`config.mk`:
```
export PLATFORM = sky130hd
export DESIGN_NAME = fetch_unit
export DESIGN_NICKNAME = d
export VERILOG_FILES = /design/src/rtl/fetch_pkg.sv /design/src/rtl/fetch_icount.sv /design/src/rtl/fetch_unit.sv
export SDC_FILE = /design/constraint.sdc
export NUM_CORES = 1
export LEC_CHECK = 0
export ABC_AREA = 0
export CAP_MARGIN = 20
export CORE_MARGIN = 4
export CORE_UTILIZATION = 25
export DETAILED_ROUTE_END_ITERATION = 6
export GPL_TIMING_DRIVEN = 1
export PLACE_DENSITY = 0.6
export SLEW_MARGIN = 25
export SYNTH_ARGS = -nofsm -noshare
export SYNTH_HDL_FRONTEND = slang
export SYNTH_SLANG_ARGS = --single-unit
```
`constraint.sdc`:
```
create_clock -name clk -period 3.3 [get_ports clk]
set_clock_uncertainty 0.2 [all_clocks]
set_input_delay 0.66 -clock clk [delete_from_list [all_inputs] [get_ports clk]]
set_output_delay 0.66 -clock clk [all_outputs]
set_load 0.05 [all_outputs]
```
`src/rtl/fetch_pkg.sv`:
```
// Shared constants for the fetch/PC stage: phase bit indices, HLT encoding
// fields and the default datapath width.
package fetch_pkg;

  localparam int DEF_WIDTH = 16;

  localparam int PH_F = 0;
  localparam int PH_R = 1;
  localparam int PH_X = 2;
  localparam int PH_M = 3;
  localparam int PH_W = 4;

  localparam logic [1:0] HLT_OP = 2'b11;
  localparam logic [3:0] HLT_FN = 4'b1111;

  function automatic logic is_hlt_word(input logic [15:0] word);
    return (word[15:14] == HLT_OP) && (word[7:4] == HLT_FN);
  endfunction

endpackage

```
`src/rtl/fetch_icount.sv`:
```
// 32-bit retired-instruction counter; wraps from all-ones to zero.
module fetch_icount (
  input  logic        clk,
  input  logic        rst,
  input  logic        inc,
  output logic [31:0] count
);

  always_ff @(posedge clk) begin
    if (rst) begin
      count <= 32'd0;
    end else if (inc) begin
      count <= count + 32'd1;
    end
  end

endmodule

```
`src/rtl/fetch_unit.sv`:
```
// Instruction-fetch / program-counter stage driven by a one-hot phase vector.
// Optional retired-instruction counter enabled with FETCH_ICOUNT_EN.
module fetch_unit
  import fetch_pkg::*;
#(
  parameter int               WIDTH    = DEF_WIDTH,
  parameter logic [WIDTH-1:0] RESET_PC = '0
) (
  input  logic             clk,
  input  logic             rst,
  input  logic [4:0]       phase,
  output logic [WIDTH-1:0] imem_addr,
  input  logic [WIDTH-1:0] imem_rdata,
  input  logic             br_taken,
  input  logic [WIDTH-1:0] br_target,
  output logic [WIDTH-1:0] pc,
  output logic [WIDTH-1:0] ir,
  output logic             hlt,
  output logic             phase_err
`ifdef FETCH_ICOUNT_EN
  ,
  output logic [31:0]      icount
`endif
);

  logic [WIDTH-1:0] npc;
  logic             ph_illegal;
  logic             do_f;
  logic             do_w;
  logic             fetch_hlt;

  // More than one phase bit set: the cycle is discarded except for the flag.
  assign ph_illegal = (phase & (phase - 5'd1)) != 5'd0;
  assign do_f       = !ph_illegal && phase[PH_F];
  assign do_w       = !ph_illegal && phase[PH_W];
  assign fetch_hlt  = is_hlt_word(imem_rdata[15:0]);
  assign imem_addr  = pc;

  always_ff @(posedge clk) begin
    if (rst) begin
      pc        <= RESET_PC;
      ir        <= '0;
      npc       <= '0;
      hlt       <= 1'b0;
      phase_err <= 1'b0;
    end else if (ph_illegal) begin
      phase_err <= 1'b1;
    end else begin
      if (do_f) begin
        ir  <= imem_rdata;
        npc <= pc + 1'b1;
        if (fetch_hlt) begin
          hlt <= 1'b1;
        end
      end
      // A halted core keeps its PC parked on the HLT instruction.
      if (do_w && !hlt) begin
        pc <= br_taken ? br_target : npc;
      end
    end
  end

`ifdef FETCH_ICOUNT_EN
  fetch_icount u_icount (
    .clk   (clk),
    .rst   (rst),
    .inc   (do_w && !hlt),
    .count (icount)
  );
`endif

endmodule

```
Word-level counts from Yosys, hierarchy flattened

Cells that the tools add are included.

Flip-flop bits (word level): 50
Input bits: 40
Output and inout port bits: 50
Word-level logic and storage cells: 22

Add/subtract/negate cells: 2
Equality and inequality tests: 2
Mux-type cells: 1
Bitwise gates (word level): 2
Reduce and logical (&&, ||, !) cells: 10

Operators with widths:

| cell                                             | count |
|---|---|
| adder 16 x 1 -> 16 bit, second input constant    | 1 |
| 2-to-1 mux 16 bit                                | 1 |
| AND 5 bit                                        | 1 |
| nonzero test 5 bit                               | 1 |
| subtractor 5 x 1 -> 5 bit, second input constant | 1 |
| equality test 4 bit, second input constant       | 1 |
| logical AND 1 bit                                | 4 |
| AND reduction 2 bit                              | 2 |
| AND reduction 3 bit                              | 1 |
| equality test 2 bit, second input constant       | 1 |
| zero test 1 bit                                  | 2 |
| NOT 1 bit                                        | 1 |

Logic depth before layout (Yosys ltp)

Word-level depth: 7
Depth in mapped cells: 6
Depth with buffers taken out: 5

Worst setup path before layout

No wires, ideal clock.

Path type: input-to-reg
From: input port phase[1]
To: register ir[7]
Setup time: 0.134 ns
Arrival: 1.849 ns
Required time: 2.966 ns
Setup slack: 1.117 ns
Stages on the path: 6
Buffers on the path: 2
Cells stage by stage: or3_4 -> or3b_1 -> buf_2 -> buf_2 -> nand2_1 -> a21oi_1

Longest elaborated chain between the ends: 6
Elaborated cells between the ends (all ways): 7
Those cells by class: add/sub: 1; bitwise: 2; reduce/logical: 4

Ends and longest elaborated chain:

| item                                     | RTL line         | text |
|---|---|---|
| start, declared                          | fetch_unit.sv:11 | `input logic [4:0] phase,` |
| subtractor 5 x 1 -> 5 bit                | fetch_unit.sv:33 | `assign ph_illegal = (phase & (phase - 5'd1)) != 5'd0;` |
| AND 5 bit (*)                            | fetch_unit.sv:33 |  |
| nonzero test 5 bit (*)                   | fetch_unit.sv:33 |  |
| zero test 1 bit                          | fetch_unit.sv:34 | `assign do_f = !ph_illegal && phase[PH_F];` |
| logical AND 1 bit                        | fetch_unit.sv:34 |  |
| AND reduction 2 bit (no source line) (*) | --               |  |
| end signal, assigned                     | fetch_unit.sv:50 | `ir <= imem_rdata;` |
| end, declared                            | fetch_unit.sv:17 | `output logic [WIDTH-1:0] ir,` |

Every way passes the cells marked *; elsewhere a longest branch is shown, timed or not.
A chain may end at the register's enable or synchronous reset.

Worst setup path in the final report

From: register pc[8] (netlist: imem_addr[8])
To: output port pc[8]

RTL lines:

| item                   | RTL line         | text |
|---|---|---|
| start, declared        | fetch_unit.sv:16 | `output logic [WIDTH-1:0] pc,` |
| start signal, assigned | fetch_unit.sv:58 | `pc <= br_taken ? br_target : npc;` |

No word-level cell between the ends.

==> results.sh <==
export IMPL_p_leak_nw=1.05
export IMPL_numCtsBuffers=5
export IMPL_ant_nets=0
export IMPL_grt_setup_unrepaired="no"
export IMPL_max_cap_viol_count=0
export IMPL_synthesis_instances=265
export IMPL_antenna_found_initial=0
export IMPL_slowest_stage="clkdlybuf4s50_1"
export IMPL_cts_root_buf="clkbuf_8"
export IMPL_final_cell_mix="88 x clkdlybuf4s50_1, 50 x dfxtp_1, 39 x nand2_1"
export IMPL_run_status="finished clean"
export IMPL_wl_per_cell_microns=13.2
export IMPL_synth_nets=306
export IMPL_row_count=35
export IMPL_crit_path_end_kind="output pin"
export IMPL_post_dp_hpwl_microns=4280
export IMPL_critical_path_buf_inv_count=1
export IMPL_grt_usage=0.107
export IMPL_grt_pass1_wl_microns=9670
export IMPL_fmax_mhz=394
export IMPL_async_flop_share=0
export IMPL_setup_tns_ns=0
export IMPL_synth_seq_cells=50
export IMPL_final_area_sq_mm=0.00335
export IMPL_place_area_sq_mm=0.00324
export IMPL_fin_crit_sh=0.768
export IMPL_io_buffers=89
export IMPL_die_area_sq_mm=0.0111
export IMPL_clk_pin_slew_ns=0.10
export IMPL_fin_crit_ns=2.54
export IMPL_cts_hold_buf=0
export IMPL_core_area_sq_mm=0.00924
export IMPL_worstMarginPinSlew_ns=0.678
export IMPL_p_total_mw=1.24
export IMPL_cts_tree="built"
export IMPL_path_class="flop to output pin"
export IMPL_areaGrowthSynthToFinish_pct=40.9
export IMPL_final_common_cell="clkdlybuf4s50_1"
export IMPL_drive_gt1_frac=0.0904
export IMPL_relSlewSlack=0.548
export IMPL_crit_arrival_ns=1.68
export IMPL_die_h_microns=106
export IMPL_ys_seq_area_frac=0.421
export IMPL_hold_viol_final=0
export IMPL_wl_microns=6080
export IMPL_multi_input_area_sq_mm=0.00115
export IMPL_synth_edf_count=0
export IMPL_drt_first_pass_iters=4
export IMPL_nFillCells=964
export IMPL_postLayoutCoreUtil=0.363
export IMPL_place_gp_congestion=0.667
export IMPL_crit_required_ns=2.44
export IMPL_cts_resized=0
export IMPL_io_pins=90
export IMPL_remaining_drc_errors=0
export IMPL_drt_initial_drc_count=51
export IMPL_ys_types=29
export IMPL_grt_max_degree=51
export IMPL_grt_overflow=0
export IMPL_worstPathCellList="clkdlybuf4s50_1"
export IMPL_via_count=2037
export IMPL_crit_family="buffers and inverters"
export IMPL_viasPerCell=4.42
export IMPL_cellPowerDensity_mw_per_mm2=369
export IMPL_cpPeakStageDelay_ns=0.87
export IMPL_hp_class="flop to flop"
export IMPL_clk_path_buf_depth=2
export IMPL_finalNetCount=372
export IMPL_yosysWarnings=0
export IMPL_setup_violations=0
export IMPL_drv_slew=0
export IMPL_synth_area_per_cell_sq_um=8.98
export IMPL_path_max_fanout=8
export IMPL_holdWs_ns=0.257
export IMPL_clk_latency_ns=0.30
export IMPL_seq_area_sq_mm=0.00100
export IMPL_synthFlopType="dfxtp_1"
export IMPL_cts_htree_levels=2
export IMPL_antenna_cells=0
export IMPL_start_util=0.258
export IMPL_ir_worst_vdd_uv=165
export IMPL_post_cts_setup_buffers=0
export IMPL_grt_pass1_vias=1930
export IMPL_cp_start_kind="flop"
export IMPL_cts_num_sinks=50
export IMPL_netlist_area_sq_mm=0.00238
export IMPL_die_w_microns=106
## worst paths after layout
path,start,to,slack [ns],depth (start not counted)
hold reg to reg,ir[2],ir[2],0.26,2
hold / removal,ir[2],ir[2],0.26,2
setup / recovery,imem_addr[8],pc[8],0.76,1
setup reg to reg,imem_addr[0],npc[14],1.21,5
## layer usage
metal,vias up,part of all wire,global-route usage
li1,1033,-,-
met1,931,0.44,0.130
met2,68,0.46,0.177
met3,5,0.096,0.0441
met4,0,0.0072,0.0250
met5,-,0,0
## power by group
| group | internal (mW) | leakage (nW) | switching, mW | total (mW) |
|---|---|---|---|---|
| sequential | 0.615 | 0.404 | 0.0118 | 0.626 |
| clock | 0.224 | 0.0579 | 0.212 | 0.436 |
| combinational | 0.0828 | 0.585 | 0.0935 | 0.176 |
| total | 0.921 | 1.05 | 0.317 | 1.24 |
## logic make-up after synthesis
group / share of synthesized area
buffers and inverters: 0.0962
XOR/XNOR: 0.0515
flip-flops: 0.421
AND/OR/NAND/NOR: 0.184
adder cells (fa/ha/maj): 0.00946
AO/OA/AOI/OAI: 0.171
multiplexers: 0.0673
## worst min-delay path: stages, from the launching register on
cell,delay (ns)
dfxtp_1,0.32
nand2_1,0.05
a21oi_1,0.05
## registers in the layout, summed over array words and instances (netlist names)
name       cells
imem_addr     16
ir            16
phase_err      1
npc           16
hlt            1
## stage by stage
step	setup WS (ns)	cells
3_3_place_gp	0.491	453
5_1_grt	0.695	461
2_1_floorplan	1.12	265
6_report	0.764	461
4_1_cts	0.757	461
3_5_place_dp	0.461	453
## synth_stat cells (2+ instances only)
master | count | area share
a211oi_1 | 17 | 0.054
a211oi_2 | 14 | 0.074
a21oi_1 | 18 | 0.038
and4_1 | 2 | 0.0074
buf_2 | 6 | 0.013
buf_4 | 19 | 0.060
buf_6 | 2 | 0.0095
clkbuf_1 | 6 | 0.0095
dfxtp_1 | 50 | 0.42
inv_1 | 2 | 0.0032
mux2i_1 | 16 | 0.067
nand2_1 | 39 | 0.062
nand3_1 | 4 | 0.0084
nand4_1 | 4 | 0.011
nor2_1 | 34 | 0.054
nor3_1 | 5 | 0.011
nor4_1 | 3 | 0.0079
xnor2_1 | 10 | 0.037
xor2_1 | 4 | 0.015
## cell type report
cell class                      instances  share of cell area
Multi-Input combinational cell        179               0.345
Tap cell                              129              0.0482
Timing Repair Buffer                   93               0.274
Clock inverter                          3              0.0119
Inverter                                2             0.00224
Sequential cell                        50               0.299
Clock buffer                            5              0.0205
Note: power is estimated with default switching activity, not from simulation.
